===== src/rtl/tetrix_pkg.sv =====
// Shared constants for the Tetrix board renderer.
//
// Holds the playfield dimensions, the RGB332 colour constants, the cell
// palette and the clear-sweep FSM state type. RGB332 packs R in [7:5],
// G in [4:2] and B in [1:0].
package tetrix_pkg;

    localparam int BOARD_COLS = 10;
    localparam int BOARD_ROWS = 20;
    localparam int CELL_COUNT = BOARD_COLS * BOARD_ROWS;

    localparam logic [7:0] BG_COLOR     = 8'h00;
    localparam logic [7:0] GRID_COLOR   = 8'h25;
    localparam logic [7:0] BORDER_COLOR = 8'hFF;

    // Entry 0 is the empty cell, so indexing with a raw cell value gives
    // the background colour without a separate compare.
    localparam logic [7:0] PALETTE [0:7] = '{
        BG_COLOR, 8'hE0, 8'h1C, 8'h03, 8'hFC, 8'hE3, 8'h1F, 8'hF0
    };

    typedef enum logic {
        ST_IDLE  = 1'b0,
        ST_CLEAR = 1'b1
    } clear_state_e;

endpackage


===== src/rtl/board_pixel_source_cell_store.sv =====
// cell_store: playfield cell memory, one 3-bit palette index per cell.
//
// Ports:
//   clk      - clock
//   rd_addr  - read address (row*10+col)
//   rd_data  - registered read data, valid the cycle after rd_addr
//   wr_en    - write enable
//   wr_addr  - write address
//   wr_data  - write data
//
// The read is registered from the array contents before the edge's write,
// so a same-cycle read and write of one cell returns the old value.
module cell_store
    import tetrix_pkg::*;
#(
    parameter int DEPTH = CELL_COUNT,
    parameter int AW    = 8,
    parameter int DW    = 3
) (
    input  logic          clk,
    input  logic [AW-1:0] rd_addr,
    output logic [DW-1:0] rd_data,
    input  logic          wr_en,
    input  logic [AW-1:0] wr_addr,
    input  logic [DW-1:0] wr_data
);

    logic [DW-1:0] mem [DEPTH];

    always_ff @(posedge clk) begin
        if (wr_en) begin
            mem[wr_addr] <= wr_data;
        end
        rd_data <= mem[rd_addr];
    end

endmodule


===== src/rtl/board_pixel_source.sv =====
// board_pixel_source: pixel producer for the VGA renderer.
//
// Turns renderer coordinates into an RGB332 pixel with a fixed two-cycle
// latency. Board pixels show the cell palette with a one-pixel grid on each
// cell's top and left edge, a border of BORDER_W pixels surrounds the board,
// and everything else is not driven (enable low, bus zero).
//
// Ports:
//   clk, rst          - clock, synchronous active-high reset
//   pixel_x, pixel_y  - renderer coordinates (10 bit)
//   in_view           - renderer viewable-area flag
//   pixel_bus         - RGB332 pixel out
//   pixel_bus_enable  - pixel_bus is valid
//   wr_valid/wr_ready - cell write handshake
//   wr_row, wr_col    - target cell (out-of-range writes are accepted, dropped)
//   wr_color          - palette index, 0 = empty
//   clr_req           - pulse that starts a full-board clear
//   busy              - clear sweep in progress
module board_pixel_source
    import tetrix_pkg::*;
#(
    parameter int BOARD_X0  = 320,
    parameter int BOARD_Y0  = 140,
    parameter int CELL_LOG2 = 4,
    parameter int BORDER_W  = 2
) (
    input  logic       clk,
    input  logic       rst,
    input  logic [9:0] pixel_x,
    input  logic [9:0] pixel_y,
    input  logic       in_view,
    output logic [7:0] pixel_bus,
    output logic       pixel_bus_enable,
    input  logic       wr_valid,
    output logic       wr_ready,
    input  logic [4:0] wr_row,
    input  logic [3:0] wr_col,
    input  logic [2:0] wr_color,
    input  logic       clr_req,
    output logic       busy
);

    localparam int BOARD_W_PX = BOARD_COLS << CELL_LOG2;
    localparam int BOARD_H_PX = BOARD_ROWS << CELL_LOG2;

    // Bounds are compared in 12 bits so the border's lower edge never wraps.
    localparam logic [11:0] X0_EXT     = 12'(BOARD_X0);
    localparam logic [11:0] Y0_EXT     = 12'(BOARD_Y0);
    localparam logic [11:0] X_END      = 12'(BOARD_X0 + BOARD_W_PX);
    localparam logic [11:0] Y_END      = 12'(BOARD_Y0 + BOARD_H_PX);
    localparam logic [11:0] XB_END     = 12'(BOARD_X0 + BOARD_W_PX + BORDER_W);
    localparam logic [11:0] YB_END     = 12'(BOARD_Y0 + BOARD_H_PX + BORDER_W);
    localparam logic [11:0] BW_EXT     = 12'(BORDER_W);
    localparam logic [9:0]  CELL_MASK  = 10'((1 << CELL_LOG2) - 1);
    localparam logic [7:0]  LAST_CELL  = 8'(CELL_COUNT - 1);

    // ------------------------------------------------------------------
    // Stage 1: registered coordinates
    // ------------------------------------------------------------------
    logic [9:0] x_q, x_d;
    logic [9:0] y_q, y_d;
    logic       view1_q, view1_d;

    always_comb begin
        x_d     = pixel_x;
        y_d     = pixel_y;
        view1_d = in_view;
    end

    always_ff @(posedge clk) begin
        if (rst) begin
            x_q     <= '0;
            y_q     <= '0;
            view1_q <= 1'b0;
        end else begin
            x_q     <= x_d;
            y_q     <= y_d;
            view1_q <= view1_d;
        end
    end

    // Classification and cell address from the registered coordinates.
    logic [11:0] x_ext, y_ext;
    logic [9:0]  dx, dy;
    logic        is_board, is_border, is_grid;
    logic [7:0]  rd_addr;

    always_comb begin
        x_ext     = {2'b00, x_q};
        y_ext     = {2'b00, y_q};
        dx        = x_q - 10'(BOARD_X0);
        dy        = y_q - 10'(BOARD_Y0);
        is_board  = (x_ext >= X0_EXT) && (x_ext < X_END) &&
                    (y_ext >= Y0_EXT) && (y_ext < Y_END);
        is_border = !is_board &&
                    (x_ext + BW_EXT >= X0_EXT) && (x_ext < XB_END) &&
                    (y_ext + BW_EXT >= Y0_EXT) && (y_ext < YB_END);
        // Top or left pixel of a cell draws the grid line.
        is_grid   = ((dx & CELL_MASK) == 10'd0) || ((dy & CELL_MASK) == 10'd0);
        // Off-board pixels read cell 0 so the address always stays in range.
        rd_addr   = is_board
                  ? 8'(((dy >> CELL_LOG2) * BOARD_COLS) + (dx >> CELL_LOG2))
                  : 8'd0;
    end

    // ------------------------------------------------------------------
    // Stage 2: class flags travel alongside the RAM read
    // ------------------------------------------------------------------
    logic board2_q, board2_d;
    logic border2_q, border2_d;
    logic grid2_q, grid2_d;
    logic view2_q, view2_d;

    always_comb begin
        board2_d  = is_board;
        border2_d = is_border;
        grid2_d   = is_grid;
        view2_d   = view1_q;
    end

    always_ff @(posedge clk) begin
        if (rst) begin
            board2_q  <= 1'b0;
            border2_q <= 1'b0;
            grid2_q   <= 1'b0;
            view2_q   <= 1'b0;
        end else begin
            board2_q  <= board2_d;
            border2_q <= border2_d;
            grid2_q   <= grid2_d;
            view2_q   <= view2_d;
        end
    end

    // ------------------------------------------------------------------
    // Output mux
    // ------------------------------------------------------------------
    logic [2:0] rd_data;
    logic [7:0] pixel_bus_q, pixel_bus_d;
    logic       pixel_bus_enable_q, pixel_bus_enable_d;

    always_comb begin
        pixel_bus_d        = 8'h00;
        pixel_bus_enable_d = 1'b0;
        if (view2_q) begin
            if (board2_q) begin
                pixel_bus_enable_d = 1'b1;
                pixel_bus_d        = grid2_q ? GRID_COLOR : PALETTE[rd_data];
            end else if (border2_q) begin
                pixel_bus_enable_d = 1'b1;
                pixel_bus_d        = BORDER_COLOR;
            end
        end
    end

    always_ff @(posedge clk) begin
        if (rst) begin
            pixel_bus_q        <= 8'h00;
            pixel_bus_enable_q <= 1'b0;
        end else begin
            pixel_bus_q        <= pixel_bus_d;
            pixel_bus_enable_q <= pixel_bus_enable_d;
        end
    end

    assign pixel_bus        = pixel_bus_q;
    assign pixel_bus_enable = pixel_bus_enable_q;

    // ------------------------------------------------------------------
    // Clear sweep FSM; busy and wr_ready are registered state decodes
    // ------------------------------------------------------------------
    clear_state_e state_q;
    logic [7:0]   ptr_q;
    logic         busy_q;
    logic         wr_ready_q;

    always_ff @(posedge clk) begin
        if (rst) begin
            state_q    <= ST_CLEAR;
            ptr_q      <= 8'd0;
            busy_q     <= 1'b1;
            wr_ready_q <= 1'b0;
        end else begin
            case (state_q)
                ST_IDLE: begin
                    // A write presented alongside clr_req is still performed
                    // on this edge; the sweep then overwrites it.
                    if (clr_req) begin
                        state_q    <= ST_CLEAR;
                        ptr_q      <= 8'd0;
                        busy_q     <= 1'b1;
                        wr_ready_q <= 1'b0;
                    end
                end
                ST_CLEAR: begin
                    if (ptr_q == LAST_CELL) begin
                        state_q    <= ST_IDLE;
                        busy_q     <= 1'b0;
                        wr_ready_q <= 1'b1;
                    end else begin
                        ptr_q <= ptr_q + 8'd1;
                    end
                end
                default: begin
                    state_q    <= ST_CLEAR;
                    ptr_q      <= 8'd0;
                    busy_q     <= 1'b1;
                    wr_ready_q <= 1'b0;
                end
            endcase
        end
    end

    assign busy     = busy_q;
    assign wr_ready = wr_ready_q;

    // Shared write port: the sweep owns it while clearing.
    logic       wr_in_range;
    logic       ram_we;
    logic [7:0] ram_waddr;
    logic [2:0] ram_wdata;

    always_comb begin
        wr_in_range = (wr_row < 5'(BOARD_ROWS)) && (wr_col < 4'(BOARD_COLS));
        ram_we      = 1'b0;
        ram_waddr   = 8'd0;
        ram_wdata   = 3'd0;
        if (state_q == ST_CLEAR) begin
            ram_we    = !rst;
            ram_waddr = ptr_q;
        end else begin
            ram_we    = !rst && wr_valid && wr_in_range;
            ram_waddr = 8'((wr_row * BOARD_COLS) + wr_col);
            ram_wdata = wr_color;
        end
    end

    cell_store #(
        .DEPTH (CELL_COUNT),
        .AW    (8),
        .DW    (3)
    ) u_cell_store (
        .clk     (clk),
        .rd_addr (rd_addr),
        .rd_data (rd_data),
        .wr_en   (ram_we),
        .wr_addr (ram_waddr),
        .wr_data (ram_wdata)
    );

endmodule


===== config.mk =====
export PLATFORM = sky130hd
export DESIGN_NAME = board_pixel_source
export DESIGN_NICKNAME = d
export VERILOG_FILES = /design/src/rtl/tetrix_pkg.sv /design/src/rtl/board_pixel_source_cell_store.sv /design/src/rtl/board_pixel_source.sv
export SDC_FILE = /design/constraint.sdc
export NUM_CORES = 1
export LEC_CHECK = 0
export CORE_AREA = 2 2 204 206
export DETAILED_ROUTE_END_ITERATION = 7
export DIE_AREA = 0 0 206 208
export PLACE_DENSITY = 0.84
export SYNTH_ARGS = -nofsm -noshare
export SYNTH_HDL_FRONTEND = slang
export SYNTH_HIERARCHICAL = 1
export SYNTH_SLANG_ARGS = --single-unit

===== constraint.sdc =====
create_clock -name clk -period 20.9 [get_ports clk]
set_input_delay 2.09 -clock clk [delete_from_list [all_inputs] [get_ports clk]]
set_output_delay 2.09 -clock clk [all_outputs]
set_load 0.03 [all_outputs]

==> results summary, run 1 <==
OpenSTA, run right after detailed placement, puts the worst setup slack at 14.56 ns. The final number of setup-violating endpoints came out at 0. The count of hold buffers inserted by post-cts repair came out at 0. The worst max-slew margin expressed relative to the limit is 13.7%.

Ranked by total cell area, the synthesized netlist is headed by edfxtp_1 (67%), mux4_2 (12%), dfxtp_1 (3.5%), nor2_1 (3.3%), ha_1 (1.5%). For this run, the number of Yosys warnings is 6. The first global-routing pass estimated 93100 microns of wire.

After detailed routing, the total wire length is 61200 microns. The hold violation total from the final report was 0. The synthesized netlist net count came out at 1668. The end point of the most critical hold path is view2_q$_SDFF_PP0_. The first detailed-routing pass took 7 iterations.

The initial utilization of the core area, before any placement, comes to 66.6%. Dividing the detail-routed wire length by the instance count gives 27.7 microns. The total CTS buffers came out at 60. The hold path startpoint is view1_q$_SDFF_PP0_. The proportion of register bits with asynchronous set or reset after synthesis came out at 0%. The setup fix buffers added after clock tree synthesis is 0. Walking the worst path, the cells encountered are clkdlybuf4s50_1, ha_1, ha_1, fa_1, xor2_1, o2111ai_1, xnor2_1, xnor2_1, mux2_2, nor2_1, nand3_1, nor2_1. The worst setup path is launched from a primary input. The detailed router's first-iteration violation count is 1962.

The number of levels the H-tree was split into came out at 2. The clock-pin slew on the worst setup and hold paths came out at 0.06 ns. The reg-to-reg critical path endpoint is u_cell_store/rd_data[2]$_DFF_P_. The power density relative to cell area came out at 85.2 mW/mm^2. The number of cell instances on the worst register-to-register path is 11. TritonCTS built the clock tree. In the finished design, the share of the clock period the worst path needs comes to 27.5%.

The gate count of the mapped netlist is 1595. The biggest area contributor in the post-synthesis netlist is edfxtp_1. In the synthesized netlist the dominant register cell turns out to be edfxtp_1. The worst-skew pair later-pin latency came out at 0.62 ns. The area enclosed by the die boundary is 0.0428 sq mm. The flow ran to the end, and the final reports show no timing, DRC or antenna violations. Counting tap cells, the placed design contains a total of 2101 instances. The setup check on the worst reg-to-reg path leaves a slack of 15.52 ns. The number of buffer and inverter stages on the critical path came out at 1. The deepest clock path buffer count came out at 3. Once detail routing completed, the nets flagged for antenna violations numbered 0. The post-route cell area is 0.0297 sq mm. The remaining design rule violation count came out at 0. The CTS sink count came out at 647. The setup TNS came out at 0 ns.

The number of standard cells in the layout, taps in and fillers out came out at 2210. Setup repair after global routing left no endpoint under its margin. After legalization and detailed placement, the total HPWL measured 35800 microns. The post-synthesis area per instance is 16.9 sq um. The shortest clock period the worst path allows after layout came out at 5.74 ns. The via count of the first global-routing pass came to 15414. For this design the static power due to leakage is 0.00928 uW.

At the worst endpoint, the required time is 21.16 ns. The area growth from synthesis to layout is 9.82%. The number of pins with negative max-slew slack in the final report was 0.

The largest fanout on the critical path came out at 16. The number of port buffers came out at 47. The number of max-cap violations came out at 0. The overall die height came out at 208 microns. The actual slew at the worst max-slew pin is 1.29 ns. The total congestion overflow came out at 0.

The width of the chip came out at 206 microns. The net count of the finished layout is 1704. The floorplan step defined a core boundary enclosing 0.0406 sq mm. For this design the top-level I/O count stands at 48. The proportion of synthesized chip area in sequential cells came out at 70.2%. The top achievable clock speed came out at 174 MHz. The slowest cell on the critical path is nand3_1. In the routed layout, each cell is associated on average with a via count of 6.78.

The startpoint-to-endpoint class of the critical path is primary input to register. The least setup slack across all paths after layout is 15.16 ns. STA classifies the critical path endpoint as a register. The post-synth design cell area came out at 0.0270 sq mm. The number of antenna violations at the first check in global routing was 0.

The worst hold path class is register to register. The worst register-to-register path begins at x_q[1]$_SDFF_PP0_. The biggest cell delay along the critical path came out at 0.63 ns. Row generation in the floorplan step produced 74 rows. The share of final-layout standard cells stronger than drive strength 1 came out at 15.6%. The worst ir drop on vdd came out at 0.0000707 V.

The number of antenna diodes in the final layout is 0. The count of unique library cells instantiated by Yosys is 72. Counting instances, the worst hold path has a depth of 1.

At the end of routability-driven placement, the weighted congestion stood at 0.902. The clock arrives with 0.0290 ns of skew. Synthesis inferred 647 register bits. The quantity of gates resized following cts came out at 0.

The top cell type's share of synthesized area is 66.7%. The critical path data arrival time came out at 6.00 ns. The pin count of the biggest net entering global routing came out at 112. Summing all placed instances gives a cell area of 0.0279 sq mm. The number of flops mapped to enable cells by yosys came out at 600.

The clock root buffer is clkbuf_16. The routed layout has 14993 vias. The combined global-route utilization of all metal layers is 29.5%.

Grouping stages by cell kind, the critical path spends the most delay in simple AND/OR/NAND/NOR gates.
==> per-stage QoR <==
stage               hold slack (ns)  util (%)  power (uW)
floorplan                     0.414         -        1500
global placement              0.441      68.7        1530
detailed placement            0.458      68.7        1530
CTS                           0.465      73.2        2540
global route                  0.474      73.2        2600
finish                        0.469      73.2        2530
==> worst register-to-register path, cell delays in order, from the launching register on <==
cell and delay [ns]:
dfxtp_1 0.32, nor4_1 0.56, a21boi_1 0.22, nor3_2 0.40, and2_4 0.78, buf_12 0.62
mux4_1 0.74, a22o_1 0.27, a221oi_1 0.38, o22ai_1 0.21, nor4_1 0.50, o32ai_1 0.22
==> state kept, by name, indices dropped and copies added (netlist names) <==
signal	flops
u_cell_store/mem	600
border2_q	1
busy	1
pixel_bus_enable	1
view2_q	1
board2_q	1
pixel_bus	7
ptr_q	8
grid2_q	1
state_q	1
u_cell_store/rd_data	3
x_q	10
view1_q	1
y_q	10
wr_ready	1
==> metal layers <==
layer / up-vias / routed length, microns / global-route usage, %
li1: 6323 / - / -
met1: 7609 / 22200 / 39.7
met2: 880 / 30800 / 48.6
met3: 181 / 5790 / 5.97
met4: 0 / 2410 / 10.5
met5: - / 0 / 0
==> how the worst max path moves through the flow <==
stage	end	start	cells past startpoint	slack [ns]
2_1_floorplan	u_cell_store/mem[0][0]$_DFFE_PP_	wr_color[0]	1	12.82
3_3_place_gp	u_cell_store/mem[189][0]$_DFFE_PP_	wr_row[1]	12	14.64
3_5_place_dp	u_cell_store/mem[185][0]$_DFFE_PP_	wr_row[3]	12	14.56
4_1_cts	u_cell_store/mem[185][2]$_DFFE_PP_	wr_row[3]	12	15.23
5_1_grt	u_cell_store/mem[181][0]$_DFFE_PP_	wr_row[1]	12	14.93
6_report	u_cell_store/mem[48][2]$_DFFE_PP_	wr_row[3]	12	15.16
==> synth_stat cells, drive strengths merged, types with 7 or more instances <==
master,instances
mux2i,36
inv,21
clkbuf,55
mux4,150
nor3,18
a31oi,9
xnor2,11
buf,35
and3,8
ha,32
and2,8
dfxtp,47
a22oi,23
o21ai,21
edfxtp,600
nand2,61
nor4,7
nor2b,45
a21oi,39
nand3,17
xor2,8
nand2b,9
nor2,234
==> cell usage in the layout, fill, tap and decap left out, types with 32 or more instances in the layout <==
cell / count
nor2b_1: 42
clkdlybuf4s50_1: 47
nand2_1: 61
a21oi_1: 38
mux4_2: 146
clkbuf_16: 60
dfxtp_1: 47
ha_1: 32
edfxtp_1: 600
nor2_1: 232
mux2i_1: 36
==> logic make-up (layout without fill, tap and decap cells) <==
| family | Yosys count | after routing | synth area share, % |
|---|---|---|---|
| flip-flops | 647 | 647 | 70.2 |
| AND/OR/NAND/NOR | 438 | 438 | 7.41 |
| multiplexers | 191 | 191 | 14.1 |
| AO/OA/AOI/OAI | 152 | 152 | 3.85 |
| buffers and inverters | 112 | 195 | 2.06 |
| adder cells (fa/ha/maj) | 36 | 36 | 1.78 |
| XOR/XNOR | 19 | 19 | 0.616 |
==> report_power, final <==
part / switching, uW / internal, uW
Combinational: 59.1 / 43.3
Clock: 455 / 566
Sequential: 5.55 / 1400
==> cell type report <==
class                      instances  area [sq um]
sequential                       647         19000
fill                            2318         10900
multi-input combinational        836          7540
clock buffer                      82          1580
tap                              532           666
timing repair buffer              64           611
clock inverter                    27           223
inverter                          22          82.6
(Power assumes the default switching activity.)
==> inputs of run 2 (changes only) <==
--- a/config.mk
+++ b/config.mk
@@ -5,10 +5,10 @@
 export SDC_FILE = /design/constraint.sdc
 export NUM_CORES = 1
 export LEC_CHECK = 0
-export CORE_AREA = 2 2 204 206
+export CORE_AREA = 2 2 212 214
 export DETAILED_ROUTE_END_ITERATION = 7
-export DIE_AREA = 0 0 206 208
-export PLACE_DENSITY = 0.84
+export DIE_AREA = 0 0 214 216
+export PLACE_DENSITY = 0.79
 export SYNTH_ARGS = -nofsm -noshare
 export SYNTH_HDL_FRONTEND = slang
 export SYNTH_HIERARCHICAL = 1
==> constraint.sdc (replaced) <==
create_clock -name clk -period 5.66 [get_ports clk]
set_input_delay 0.566 -clock clk [delete_from_list [all_inputs] [get_ports clk]]
set_output_delay 0.566 -clock clk [all_outputs]
set_load 0.03 [all_outputs]
==> run 2 against run 1 <==
Effect of this change: sequential power rose to 3.7 times the previous value; combinational power grew to 3.7 times the previous value; first-iteration DRC count down 11%; core utilization fell by 4.5 points; clock skew decreased by 0.0036 ns; sequential cell count is the same; global-route usage decreased by 3.0 points; final cell count increased by 3.2%; largest power group unchanged.
==> results summary, run 2 (synthesis results as in run 1) <==
The biggest cell delay along the critical path came out at 0.74 ns (was 0.63 ns). The standard-cell row count came to 77 (was 74). Derived from the worst setup path, the maximum achievable clock frequency is 194 MHz. The net count of the finished layout is 1715 (was 1704). The worst max-slew margin expressed relative to the limit is 17.5% (was 13.7%). The number of buffer and inverter stages on the critical path is 1 (unchanged). The worst ir drop on vdd came out at 0.000262 V (was 0.0000707 V). The number of ports placed on the die boundary came to 48 (unchanged).

The final number of setup-violating endpoints is 0 (unchanged). The actual slew at the worst max-slew pin was 1.23 ns (was 1.29 ns). The overall die height came out at 216 microns (was 208 microns). The largest fanout on the critical path was 20 (was 16). The number of antenna violations at the first check in global routing came out at 0 (unchanged). The pin count of the biggest net entering global routing came out at 201 (was 112).

The starting utilization of the core area was 61.6% (was 66.6%). The slack of the worst reg-to-reg path is 0.51 ns (was 15.52 ns). The width of the chip is 214 microns (was 206 microns). The nature of the critical path startpoint is a register (was primary input). The deepest clock path buffer count is 3 (unchanged).

The number of antenna cells inserted came out at 0 (unchanged). The worst-skew pair later-pin latency is 0.63 ns (was 0.62 ns). The instance count along the most critical hold path is 1 (unchanged). Dividing the final minimum period by the clock period gives 91.0%. RSZ-0062 raised after global routing: false (unchanged). The hold path startpoint is view1_q$_SDFF_PP0_ (unchanged).

The CTS tree is built (unchanged). The reg-to-reg critical path endpoint was u_cell_store/rd_data[1]$_DFF_P_ (was u_cell_store/rd_data[2]$_DFF_P_). The quantity of gates resized following cts came out at 0 (unchanged). The final RePlAce weighted congestion was 0.841 (was 0.902). The combined global-route utilization of all metal layers came out at 26.4% (was 29.5%). The number of detailed-routing iterations run before antenna repair is 5 (was 7). The number of cell instances on the worst register-to-register path came to 16 (was 11). The count of hold buffers inserted by post-cts repair is 0 (unchanged). The critical path data arrival time came out at 5.62 ns (was 6.00 ns). The average via count per standard cell is 6.47 (was 6.78).

The total core area came out at 0.0438 sq mm (was 0.0406 sq mm). The power density relative to cell area came out at 320 mW/mm^2 (was 85.2 mW/mm^2). Status: completed (unchanged). The mean routed wirelength per cell came out at 26.3 microns (was 27.7 microns).

The antenna violation net count after detailed routing is 0 (unchanged). The hold violation total from the final report is 0 (unchanged). The slowest cell on the critical path is nor4_1 (was nand3_1).

The cell with the most instances on the worst path is ha_1. The startpoint-to-endpoint class of the critical path was register to register (was primary input to register). The flip-flop count of the largest register after layout came out at 600 (unchanged). The total CTS buffers came out at 61 (was 60). Ordered cell list for the critical path: a2111o_1, xnor2_1, ha_1, ha_1, fa_1, ha_1, o21ai_0, nor2_1, nor3_2, buf_4, nand3b_1, nor2_1, a221oi_1, o21ai_0, nor4_1, o31ai_1 (was clkdlybuf4s50_1, ha_1, ha_1, fa_1, xor2_1, o2111ai_1, xnor2_1, xnor2_1, mux2_2, nor2_1, nand3_1, nor2_1). The detailed-placement wirelength estimate came out at 36200 microns (was 35800 microns). The worst hold path class is register to register (unchanged). The setup fix buffers added after clock tree synthesis is 0 (unchanged). The setup TNS is 0 ns (unchanged).

The wire length of the first global-routing pass is 91700 microns (was 93100 microns). The remaining design rule violation count came out at 0 (unchanged). The leakage dissipation came out at 0.00943 uW (was 0.00928 uW). The number of pins with negative max-slew slack in the final report came out at 0 (unchanged). The shortest clock period the worst path allows after layout came out at 5.15 ns. The CTS sink count came out at 647 (unchanged).

The share of final-layout standard cells stronger than drive strength 1 came out at 16.6% (was 15.6%). The clock-pin slew on the worst setup and hold paths came to 0.06 ns (about the same). Most used cells in the layout excluding fill and tap cells: edfxtp_1 (600), nor2_1 (232), mux4_2 (146) (unchanged). The detailed-route via count is 14743 (was 14993).

The detailed router's first-iteration violation count is 1752 (was 1962). The cell type group with the largest total delay on the critical path is simple AND/OR/NAND/NOR gates (unchanged). The end point of the most critical hold path was view2_q$_SDFF_PP0_ (unchanged). The kind of end point of the critical path is a register (unchanged). The total congestion overflow came to 0 (unchanged). The via count of the first global-routing pass is 15054 (was 15414). The synthesis-to-layout area growth came out at 11.4% (was 9.82%). Largest registers: u_cell_store/mem: 600 flops, x_q: 10 flops, y_q: 10 flops (unchanged). The launch instance of the worst register-to-register path is y_q[2]$_SDFF_PP0_ (was x_q[1]$_SDFF_PP0_). The area enclosed by the die boundary is 0.0462 sq mm (was 0.0428 sq mm). The number of port buffers came out at 47 (unchanged). The clock root buffer was clkbuf_16 (unchanged). The worst-case hold slack is 0.467 ns (was 0.469 ns).

The total wire length was 60000 microns (was 61200 microns). The maximum clock skew at final layout is 0.0254 ns (was 0.0290 ns). The commonest non-fill, non-tap cell in the layout is edfxtp_1 (unchanged). The largest register by flop count is u_cell_store/mem (unchanged). The number of levels the H-tree was split into was 2 (unchanged). The critical path required time came to 6.13 ns (was 21.16 ns). The number of max-cap violations is 0 (unchanged).
run 2: changes by cell type in the layout (fill, tap and decap cells not counted):
cell,change
buf_12,+8
buf_4,+2
bufinv_16,+5
clkbuf_1,-14
clkbuf_16,+1
clkinv_1,+5
clkinv_2,-3
clkinv_4,+4
clkinv_8,-1
clkinvlp_4,+2
inv_6,+1
run 2: layout make-up:
class                      instances  area [sq um]
fill                            2776         13700
multi-input combinational        836          7540
clock buffer                      69          1560
tap                              592           741
clock inverter                    40           419
sequential                       647         19000
inverter                          22          82.6
timing repair buffer              74           786
run 2: how the worst max path moves through the flow:
stage | slack, ns | cells past startpoint | start | end
2_1_floorplan | -1.05 | 3 | state_q$_SDFF_PP1_ | u_cell_store/mem[0][0]$_DFFE_PP_
3_3_place_gp | 0.63 | 16 | y_q[2]$_SDFF_PP0_ | u_cell_store/rd_data[1]$_DFF_P_
3_5_place_dp | 0.63 | 16 | y_q[2]$_SDFF_PP0_ | u_cell_store/rd_data[1]$_DFF_P_
4_1_cts | 0.60 | 16 | y_q[2]$_SDFF_PP0_ | u_cell_store/rd_data[1]$_DFF_P_
5_1_grt | 0.36 | 16 | y_q[2]$_SDFF_PP0_ | u_cell_store/rd_data[1]$_DFF_P_
6_report | 0.51 | 16 | y_q[2]$_SDFF_PP0_ | u_cell_store/rd_data[1]$_DFF_P_
run 2: stage by stage:
stage                     instances  cell area (sq um)  power (uW)  utilization [%]  setup WS, ns
final                          2280              30100        9620             68.6         0.512
after global placement         2171              28100        5650             64.1         0.632
after CTS                      2280              30100        9680             68.6         0.598
after global routing           2280              30100        9890             68.6         0.362
after floorplan                1595              27000        5530                -         -1.05
after detailed placement       2171              28100        5660             64.1         0.627
run 2: worst reg2reg max path, cell delays in order (launching register included):
cell and delay [ns]:
dfxtp_1 0.39, a2111o_1 0.54, xnor2_1 0.26, ha_1 0.27, ha_1 0.22, fa_1 0.45
ha_1 0.32, o21ai_0 0.12, nor2_1 0.08, nor3_2 0.12, buf_4 0.35, nand3b_1 0.35
nor2_1 0.17, a221oi_1 0.29, o21ai_0 0.18, nor4_1 0.74, o31ai_1 0.15
run 2: power by group:
part,total [uW],internal (uW),switching [uW]
combinational,380,161,219
clock,4050,2330,1720
sequential,5180,5160,22.2
run 2: per-layer routing:
layer / GRT usage (%) / vias up / share of wire [%]
met4: 8.93 / 0 / 3.3
met5: 0 / - / 0
met2: 43.5 / 749 / 50
met1: 35.8 / 7505 / 38
li1: - / 6358 / -
met3: 5.51 / 131 / 9.5
==> inputs of run 3 (changes only) <==
--- a/config.mk
+++ b/config.mk
@@ -5,10 +5,11 @@
 export SDC_FILE = /design/constraint.sdc
 export NUM_CORES = 1
 export LEC_CHECK = 0
-export CORE_AREA = 2 2 212 214
+export CORE_AREA = 2 2 211 213
 export DETAILED_ROUTE_END_ITERATION = 7
-export DIE_AREA = 0 0 214 216
-export PLACE_DENSITY = 0.79
+export DIE_AREA = 0 0 213 215
+export DONT_BUFFER_PORTS = 1
+export PLACE_DENSITY = 0.78
 export SYNTH_ARGS = -nofsm -noshare
 export SYNTH_HDL_FRONTEND = slang
 export SYNTH_HIERARCHICAL = 1
==> run 3 against run 2 <==
Effect of this change: combinational power decreased by 8.4%; clock-buffer cell count increased by 6; die area decreased by 0.93%; first-iteration DRC count increased by 9.6%; highest routed layer unchanged.
==> results summary, run 3 (synthesis results as in run 1) <==
The fraction of met1 tracks used by global routing came out at 39.1% (was 35.8%). The area taken by multi-input logic gates is 0.00754 sq mm (unchanged). The number of port buffers came out at 0 (was 47). The global-route met3 utilization came out at 5.90% (was 5.51%). The number of antenna violations at the first check in global routing came out at 0 (unchanged). The number of detailed-routing iterations run before antenna repair came to 5 (unchanged). The actual slew at the worst max-slew pin is 1.41 ns (was 1.23 ns). The power density relative to cell area is 319 mW/mm^2 (was 320 mW/mm^2).

The net switching fraction of the power came out at 20.5% (was 20.4%). The critical path data arrival time came out at 5.33 ns (was 5.62 ns). The setup TNS came out at 0 ns (unchanged).

The worst ir drop on vdd is 0.000342 V (was 0.000262 V). The nature of the critical path startpoint is a register (unchanged). The proportion of power drawn by the clock network came to 41.1% (was 42.1%). The width of the chip is 213 microns (was 214 microns). The number of max-cap violations is 0 (unchanged).

The wire length of the first global-routing pass is 92100 microns (was 91700 microns). The number of antenna cells inserted came out at 0 (unchanged). The internal power component is 7480 uW (was 7650 uW). The clock root buffer is clkbuf_16 (unchanged). The synthesis-to-layout area growth is 9.13% (was 11.4%). The number of cells in the design after placement was 2122 (was 2171). The part of the total power dissipated in combinational logic is 3.7% (was 4.0%). The average via count per standard cell is 6.57 (was 6.47). The number of ports placed on the die boundary came out at 48 (unchanged). The hold violation total from the final report came out at 0 (unchanged). The remaining design rule violation count is 0 (unchanged). Largest registers: u_cell_store/mem: 600 flops, x_q: 10 flops, y_q: 10 flops (unchanged). The worst hold path class is primary input to register (was register to register). Most used cells in the layout excluding fill and tap cells: edfxtp_1 (600), nor2_1 (232), mux4_2 (146) (unchanged). The detailed-placement wirelength estimate is 36800 microns (was 36200 microns). The count of fill cells added during filler insertion came out at 2775 (was 2776). The combined global-route utilization of all metal layers came out at 27.5% (was 26.4%).

RSZ-0062 raised after global routing: false (unchanged). The number of standard cells in the layout, taps in and fillers out is 2233 (was 2280). The shortest clock period the worst path allows after layout is 4.85 ns (was 5.15 ns). The pin count of the biggest net entering global routing came to 201 (unchanged). The startpoint-to-endpoint class of the critical path is register to register (unchanged). The maximum clock skew at final layout came to 0.0101 ns (was 0.0254 ns).

The starting utilization of the core area is 61.9% (was 61.6%). The CTS sink count is 647 (unchanged). The antenna violation net count after detailed routing came out at 0 (unchanged). The clock-pin slew on the worst setup and hold paths is 0.06 ns (about the same). The detailed-route via count is 14679 (was 14743).

The total congestion overflow came out at 0 (unchanged). The kind of end point of the critical path is a register (unchanged). The worst max-slew margin expressed relative to the limit is 5.65% (was 17.5%). The quantity of gates resized following cts is 0 (unchanged). The total core area was 0.0436 sq mm (was 0.0438 sq mm).

The net count of the finished layout came to 1667 (was 1715). The global-route layer with the greatest usage is met2 (unchanged). The total CTS buffers came to 60 (was 61). The count of hold buffers inserted by post-cts repair came out at 1 (was 0).

The deepest clock path buffer count is 3 (unchanged). The proportion of power drawn by flip-flops and latches came out at 55.2% (was 53.9%). The number of pins with negative max-slew slack in the final report came out at 0 (unchanged).

The power dissipated by switching net loads came out at 1930 uW (was 1960 uW). The area enclosed by the die boundary was 0.0458 sq mm (was 0.0462 sq mm). The largest fanout on the critical path is 19 (was 20). The worst-skew pair later-pin latency was 0.62 ns (was 0.63 ns). The overall die height is 215 microns (was 216 microns). The final number of setup-violating endpoints is 0 (unchanged). The largest register by flop count was u_cell_store/mem (unchanged). The final RePlAce weighted congestion is 0.870 (was 0.841). The commonest non-fill, non-tap cell in the layout is edfxtp_1 (unchanged). The mean routed wirelength per cell is 27.2 microns (was 26.3 microns).

The critical path required time came out at 6.14 ns (was 6.13 ns). The setup fix buffers added after clock tree synthesis came out at 0 (unchanged). Status: completed (unchanged). The share of final-layout standard cells stronger than drive strength 1 came out at 16.8% (was 16.6%). The via count of the first global-routing pass is 15059 (was 15054). The detailed router's first-iteration violation count came out at 1920 (was 1752). The leakage dissipation is 0.00922 uW (was 0.00943 uW). The total wire length is 60700 microns (was 60000 microns).

The CTS tree was built (unchanged). The fraction of the cycle the final worst path needs is 85.6% (was 91.0%). The top achievable clock speed is 206 MHz (was 194 MHz). The standard-cell row count is 77 (unchanged). The flip-flop count of the largest register after layout came out at 600 (unchanged). The number of levels the H-tree was split into came out at 2 (unchanged). The register area came out at 0.0190 sq mm (unchanged). The met2 track utilization from global routing is 42.8% (was 43.5%).
[run 3: cell count changes in the layout (fill, tap and decap cells not counted), moves of 3 or more]
| cell | previous run | this run |
|---|---|---|
| clkinv_2 | 5 | 13 |
| clkinv_4 | 4 | 0 |
| bufinv_16 | 8 | 4 |
| clkinvlp_4 | 6 | 3 |
| clkbuf_1 | 8 | 13 |
| buf_12 | 9 | 6 |
| clkdlybuf4s50_1 | 47 | 0 |
[run 3: cell type report]
cell class	instances	area share (%)
sequential	647	64.3
multi-input combinational	836	25.6
clock buffer	75	5.43
tap	592	2.51
timing repair buffer	27	0.959
clock inverter	34	0.925
inverter	22	0.280
[run 3: final timing paths]
check                           depth (start not counted)                from                         endpoint  slack (ns)
worst max-delay path                                   12   y_q[4]$_SDFF_PP0_  u_cell_store/rd_data[2]$_DFF_P_        0.81
worst min-delay path                                    1                 rst                x_q[3]$_SDFF_PP0_        0.03
worst max register to register                         12   y_q[4]$_SDFF_PP0_  u_cell_store/rd_data[2]$_DFF_P_        0.81
worst min register to register                          1  view1_q$_SDFF_PP0_               view2_q$_SDFF_PP0_        0.46
[run 3: per-layer routing]
| metal | up-vias | wire, microns |
|---|---|---|
| met4 | 0 | 2010 |
| met1 | 7528 | 23600 |
| met2 | 757 | 29400 |
| li1 | 6256 | - |
| met5 | - | 0 |
| met3 | 138 | 5690 |
[run 3: worst max-delay path: stages, from the launching register on]
cell and delay (ns):
dfxtp_1 0.48, inv_1 0.13, xnor2_1 0.31, ha_1 0.30, ha_1 0.33, xnor2_1 0.18, nor2_4 0.62, nor2_1 0.54
a22o_1 0.35, a221oi_1 0.36, o22ai_1 0.23, nor4_1 0.64, o32ai_1 0.19
[run 3: through the flow]
step	utilization (%)	setup WS (ns)	area (sq um)	hold WS [ns]	power, uW
after floorplan	-	-1.05	27000	0.414	5530
after global placement	63.2	1.19	27600	0.447	5610
after detailed placement	63.2	1.01	27600	0.453	5620
after CTS	67.5	0.991	29500	0.00303	9460
after global routing	67.6	0.683	29500	0.0113	9670
final	67.6	0.814	29500	0.0317	9410
[run 3: power groups by stage]
| stage | Clock (uW) | Sequential (uW) | Combinational (uW) |
|---|---|---|---|
| finish | 3870 | 5190 | 348 |
| global placement | 0 | 5290 | 322 |
| detailed placement | 0 | 5290 | 334 |
| CTS | 3930 | 5190 | 345 |
| global route | 4100 | 5190 | 383 |
| floorplan | 0 | 5280 | 254 |
